**config.mk**
```make
export PLATFORM = sky130hd
export DESIGN_NAME = uart_rx_flat
export DESIGN_NICKNAME = d
export VERILOG_FILES = /design/src/rtl/uart_rx_if.sv /design/src/rtl/uart_rx.sv /design/src/flat_wrapper.sv
export SDC_FILE = /design/constraint.sdc
export NUM_CORES = 1
export LEC_CHECK = 0
export BUFFER_PORTS_ARGS = -buffer_cell sky130_fd_sc_hd__buf_2
export CORE_MARGIN = 2
export CORE_UTILIZATION = 30
export DETAILED_ROUTE_END_ITERATION = 12
export GPL_TIMING_DRIVEN = 1
export PLACE_DENSITY_LB_ADDON = 0.15
export RECOVER_POWER = 50
export SYNTH_ARGS = -nofsm -noshare
export SYNTH_HDL_FRONTEND = slang
export SYNTH_SLANG_ARGS = --single-unit
```
**constraint.sdc**
```tcl
create_clock -name clk -period 2 [get_ports clk]
set_input_delay 0.4 -clock clk [delete_from_list [all_inputs] [get_ports clk]]
set_output_delay 0.4 -clock clk [all_outputs]
set_load 0.02 [all_outputs]
```
**src/rtl/uart_rx_if.sv**
```systemverilog
// Receive-side handshake between uart_rx and its consumer: received byte, sticky
// ready flag, status flags and the ready/flag clear strobe.
interface uart_rx_if;
   logic [7:0] dout;
   logic       rdy;
   logic       parity_err;
   logic       frame_err;
   logic       overrun;
   logic       rdy_clr;

   modport master (output dout, rdy, parity_err, frame_err, overrun, input rdy_clr);
   modport slave  (input dout, rdy, parity_err, frame_err, overrun, output rdy_clr);
endinterface

```
**src/rtl/uart_rx.sv**
```systemverilog
// UART receiver, 8 data bits + parity + stop, oversampled by clk_en ticks.
// Optional UART_RX_MAJORITY_EN: 2-of-3 vote around every sample point.
module uart_rx #(
   parameter logic        PARITY_TYPE = 1'b0,
   parameter int unsigned OVERSAMPLE  = 16
) (
   input  logic      clk,
   input  logic      rst_n,
   input  logic      clk_en,
   input  logic      rx,
   uart_rx_if.master bus
);
   localparam int unsigned   TW        = $clog2(OVERSAMPLE);
   localparam logic [TW-1:0] MID_START = TW'(OVERSAMPLE / 2 - 1);
   localparam logic [TW-1:0] MID_BIT   = TW'(OVERSAMPLE - 1);

   typedef enum logic [2:0] {IDLE, START, DATA, PARITY, STOP} state_t;

   state_t        state;
   logic [1:0]    rx_sync;
   logic          rx_s;
   logic [TW-1:0] tick_cnt;
   logic [2:0]    bit_idx;
   logic [7:0]    shift;
   logic          perr;
   logic [7:0]    dout_r;
   logic          rdy_r;
   logic          pe_r;
   logic          fe_r;
   logic          ov_r;
   logic [TW-1:0] mid_cmp;
   logic          samp_now;
   logic          samp_val;
   logic          exp_par;
   logic          commit;
`ifdef UART_RX_MAJORITY_EN
   logic [1:0]    maj;
   logic          maj_pend;
`endif

   always_ff @(posedge clk or negedge rst_n) begin
      if (!rst_n) rx_sync <= '1;
      else        rx_sync <= {rx_sync[0], rx};
   end
   assign rx_s = rx_sync[1];

   always_comb begin
      mid_cmp = (state == START) ? MID_START : MID_BIT;
      exp_par = PARITY_TYPE ? ~^shift : ^shift;
`ifdef UART_RX_MAJORITY_EN
      // Decision lands one tick after mid, once the third sample is on rx_s.
      samp_now = maj_pend;
      samp_val = (maj[0] & maj[1]) | (maj[0] & rx_s) | (maj[1] & rx_s);
`else
      samp_now = (tick_cnt == mid_cmp);
      samp_val = rx_s;
`endif
      commit = clk_en && (state == STOP) && samp_now;
   end

   always_ff @(posedge clk or negedge rst_n) begin
      if (!rst_n) begin
         state    <= IDLE;
         tick_cnt <= '0;
         bit_idx  <= '0;
         shift    <= '0;
         perr     <= 1'b0;
         dout_r   <= '0;
         rdy_r    <= 1'b0;
         pe_r     <= 1'b0;
         fe_r     <= 1'b0;
         ov_r     <= 1'b0;
`ifdef UART_RX_MAJORITY_EN
         maj      <= '0;
         maj_pend <= 1'b0;
`endif
      end else begin
         if (clk_en) begin
            case (state)
               IDLE: begin
                  tick_cnt <= '0;
                  if (!rx_s) state <= START;
               end
               START: begin
                  tick_cnt <= tick_cnt + 1'b1;
                  if (samp_now) begin
                     if (!samp_val) begin
                        state    <= DATA;
                        tick_cnt <= '0;
                        bit_idx  <= '0;
                     end else begin
                        state <= IDLE;
                     end
                  end
               end
               DATA: begin
                  tick_cnt <= tick_cnt + 1'b1;
                  if (samp_now) begin
                     shift[bit_idx] <= samp_val;
                     if (bit_idx == 3'd7) state   <= PARITY;
                     else                 bit_idx <= bit_idx + 3'd1;
                  end
               end
               PARITY: begin
                  tick_cnt <= tick_cnt + 1'b1;
                  if (samp_now) begin
                     perr  <= (samp_val != exp_par);
                     state <= STOP;
                  end
               end
               STOP: begin
                  tick_cnt <= tick_cnt + 1'b1;
                  if (samp_now) state <= IDLE;
               end
               default: state <= IDLE;
            endcase
`ifdef UART_RX_MAJORITY_EN
            if (state == IDLE) begin
               maj_pend <= 1'b0;
            end else begin
               if (maj_pend) maj_pend <= 1'b0;
               if (tick_cnt == mid_cmp - 1'b1) maj[0] <= rx_s;
               if (tick_cnt == mid_cmp) begin
                  maj[1]   <= rx_s;
                  maj_pend <= 1'b1;
               end
            end
`endif
         end

         // Commit outranks a simultaneous rdy_clr; overrun then reads back as 0.
         if (commit) begin
            dout_r <= shift;
            rdy_r  <= 1'b1;
            pe_r   <= perr;
            fe_r   <= ~samp_val;
            ov_r   <= rdy_r & ~bus.rdy_clr;
         end else if (bus.rdy_clr) begin
            rdy_r <= 1'b0;
            pe_r  <= 1'b0;
            fe_r  <= 1'b0;
            ov_r  <= 1'b0;
         end
      end
   end

   assign bus.dout       = dout_r;
   assign bus.rdy        = rdy_r;
   assign bus.parity_err = pe_r;
   assign bus.frame_err  = fe_r;
   assign bus.overrun    = ov_r;
endmodule

```
**src/flat_wrapper.sv**
```systemverilog
// flat-port wrapper written by rule: the top's interface ports become plain ports
module uart_rx_flat 
#(
   parameter logic        PARITY_TYPE = 1'b0,
   parameter int unsigned OVERSAMPLE  = 16
)
  (clk, rst_n, clk_en, rx, bus_dout, bus_rdy, bus_parity_err, bus_frame_err, bus_overrun, bus_rdy_clr);
  uart_rx_if bus_i ();
  input  logic clk;
  input  logic rst_n;
  input  logic clk_en;
  input  logic rx;
  output wire logic [$bits(bus_i.dout)-1:0] bus_dout;
  output wire logic [$bits(bus_i.rdy)-1:0] bus_rdy;
  output wire logic [$bits(bus_i.parity_err)-1:0] bus_parity_err;
  output wire logic [$bits(bus_i.frame_err)-1:0] bus_frame_err;
  output wire logic [$bits(bus_i.overrun)-1:0] bus_overrun;
  input wire logic [$bits(bus_i.rdy_clr)-1:0] bus_rdy_clr;
  assign bus_dout = bus_i.dout;
  assign bus_rdy = bus_i.rdy;
  assign bus_parity_err = bus_i.parity_err;
  assign bus_frame_err = bus_i.frame_err;
  assign bus_overrun = bus_i.overrun;
  assign bus_i.rdy_clr = bus_rdy_clr;
  uart_rx #(.PARITY_TYPE(PARITY_TYPE), .OVERSAMPLE(OVERSAMPLE)) u_core (.clk(clk), .rst_n(rst_n), .clk_en(clk_en), .rx(rx), .bus(bus_i));
endmodule
```
==> summary.txt <==
Pwr
  – Switching pwr: 0.6242 mW
  – Comb pwr share: 25.5%
  – Part of the power in registers: 48.3%
  – Cell internal pwr: 1.235 mW
  – Max VDD drop: 351.9 uV
  – Sw frac: 33.58%
  – Static Leak: 0.9447 nW
  – Power Total: 1.859 mW
  – Clock Power Share: 26.3%
  – Cell area power density: 969.8 mW/mm^2

Synthesis
  – Ranking of synthesized cells by area: dfrtp_1 46%, mux2_1 8.6%, mux2_2 4.6%, dfstp_2 3.1%, xnor2_1 3.1%
  – Dominant cell type by area after synthesis: dfrtp_1
  – Post-Syn Nets: 157
  – Syn Area/Cell: 11.40 sq um
  – Commonest cells post-synth: 31 x dfrtp_1, 13 x mux2_1, 11 x nand2_1
  – Register bit count reported by yosys: 33
  – Top_reg_cell synth: dfrtp_1
  – Synthesized cell area: 0.001698 sq mm
  – Ys Warns: 0
  – Synth cell types: 43
  – Cell count after synthesis: 149
  – Sequential fraction of the synthesis area: 48.78%
  – Count leader, synth: dfrtp_1
  – EDFF count, synth: 0
  – Post-synth ARST share: 100.0%
  – Post-synth top area share: 45.69%

Floorplan
  – Die Y: 79.23 um
  – Starting density of the core: 31.02%
  – DIE WIDTH: 79.23 um
  – Core Rows: 27
  – I/O pin total: 17
  – Core area: 0.005473 sq mm
  – Die area: 0.006277 sq mm

Clock network
  – Worst-Skew Late Latency: 0.27 ns
  – H-tree levels: 2
  – Clk root buf: clkbuf_8
  – Clock Pin Slew Worst Setup and Hold Paths: 0.06 ns
  – # hold bufs at CTS: 0
  – Clock Path Buffers: 2
  – CTS tree: built
  – Post-CTS Setup Inserts: 0
  – Cts bufs inserted: 5
  – CTS sink count: 33
  – PostCTS Resize Cnt: 0

GRT
  – Vias in the first global route: 1211
  – Overflow after GRT: 0
  – Gr usage total: 11.98%
  – Initial antenna violation count: 0
  – First-pass GRT wire length: 5809 um
  – Largest net degree at the start of global routing: 34

Finish
  – Antenna diodes: 0
  – Post-route insts no fill: 238
  – Share of cells above drive strength 1: 22.89%
  – Area Overhead vs Synth: 12.90%
  – Fin area: 0.001917 sq mm
  – Final Util: 35.03%
  – Final nets: 174

Critical path
  – Worst-path maximum fanout: 5
  – R2R setup slack: 0.16 ns
  – Worst path required time: 2.15 ns
  – Worst EP arrival: 1.99 ns
  – Reg2reg path depth: 5
  – Critical path startpoint category: flop
  – Setup crit start: u_core.tick_cnt[1]$_DFFE_PN0P_
  – R2R Path End: u_core.bit_idx[0]$_DFFE_PN0P_
  – Endpoint class of the critical path: flop
  – Crit path kind: reg -> reg
  – FF-to-FF Start: u_core.tick_cnt[1]$_DFFE_PN0P_

Timing
  – Slew margin rel.: -17.23%
  – Period minus WS final: 1.841 ns
  – RSZ-0062 raised after global routing: no
  – Final setup vio count: 0
  – Final period util: 92.05%
  – Max Fclk: 543.2 MHz
  – Final max-slew violation count: 34
  – Slew at the pin with the worst max-slew slack: 1.759 ns
  – TNS Setup: 0 ns
  – Final hold violation count: 0
  – PnR worst setup slack: 0.1589 ns
  – Final clock skew: 0.004643 ns
  – WHS: 0.2240 ns

Routing
  – TritonRoute pass-1 iters: 4
  – First DRT Iteration DRCs: 73
  – Wire length after detailed routing: 3250 um
  – DRC: 0
  – DRT antenna net count: 0
  – Routed vias/inst: 4.874
  – Wire per inst: 13.66 um
  – Vias: 1160

Hold path
  – Hold path start: rx
  – WHS Path Cells: 1
  – Worst Hold Class: in -> reg
  – Hold endpoint: u_core.rx_sync[0]$_DFF_PN1_

Placed design
  – IO buf count: 16
  – Dpl ws: 0.1741 ns
  – Dpl cells: 231
  – Final Wtd Congestion: 0.7930
  – Dpl hpwl: 2398 um
  – Placed cell areas: 0.001837 sq mm

Job
  – Max_cap viols: 1

Outcome
  – Failing checks: max-capacitance violations, max-slew violations
  – Outcome: finished with violations
[flip-flops by register name, summed over array words and instances, names as in the netlist, 2 cells and up]
signal           flops
u_core.tick_cnt      4
u_core.rx_sync       2
u_core.shift         8
u_core.bit_idx       3
u_core.bus.dout      8
u_core.state         3
[area by class of cell]
class                      count  area (sq um)
tap                           72         90.09
sequential                    33         828.3
fill                         582          3556
inverter                       6         22.52
multi-input combinational    103         808.3
clock buffer                   7         86.33
timing repair buffer          17         81.33
[layer usage]
layer / GRT usage, % / up-vias / routed length, um / part of all wire [%]
li1: - / 556 / - / -
met5: 0 / - / 0 / 0
met4: 5.172 / 0 / 29 / 0.89
met2: 18.90 / 25 / 1552 / 48
met3: 3.182 / 2 / 131 / 4.0
met1: 15.44 / 577 / 1536 / 47
[critical path: stages (launching register included)]
cell     delay [ns]
dfrtp_1        0.40
ha_1           0.27
nand2_1        0.16
or2_4          0.30
nor3_4         0.24
mux2_1         0.35
[cell families after synthesis]
kind of cell / after synthesis / synth area share (%)
AOI/OAI and AO/OA: 24 / 9.507
xor gates and xnor gates: 9 / 5.453
adders and majority gates: 4 / 2.801
buffers and inverters: 13 / 3.610
DFF: 33 / 48.78
muxes: 21 / 13.85
and+or+nand+nor: 45 / 15.99
[cell usage in the layout, fill, tap and decap left out, types with 2 or more instances in the layout]
master / instances
a21o_1: 2
dfrtp_1: 31
nand3_1: 4
buf_2: 11
o21ai_0: 7
clkbuf_8: 6
nor2b_1: 2
ha_1: 3
nor3_1: 2
nand4_1: 3
xnor2_1: 6
a31o_2: 3
a21oi_1: 5
mux2_2: 7
xor2_1: 2
mux2_1: 13
nor2_1: 9
nand2b_1: 2
dfstp_2: 2
nand2_1: 11
and3_1: 3
clkbuf_1: 6
inv_1: 6
[power groups by stage]
stage                     logic [mW]  clock network (mW)  registers, mW
final                          0.473               0.488          0.897
after global routing           0.538               0.560          0.917
after CTS                      0.483               0.515          0.896
after detailed placement       0.480                   0          0.909
after global placement         0.468                   0          0.902
after floorplan                0.431                   0          0.838
[how the worst max path moves through the flow]
| stage | end | slack (ns) | cells past startpoint |
|---|---|---|---|
| 3_5_place_dp | u_core.bit_idx[0]$_DFFE_PN0P_ | 0.17 | 5 |
| 5_1_grt | u_core.bus.dout[0]$_DFFE_PN0P_ | 0.02 | 1 |
| 4_1_cts | u_core.bit_idx[0]$_DFFE_PN0P_ | 0.15 | 5 |
| 6_report | u_core.bit_idx[0]$_DFFE_PN0P_ | 0.16 | 5 |
| 3_3_place_gp | u_core.bit_idx[1]$_DFFE_PN0P_ | 0.26 | 5 |
| 2_1_floorplan | u_core.bit_idx[0]$_DFFE_PN0P_ | 0.34 | 5 |
Note: power is estimated with default switching activity, not from simulation.
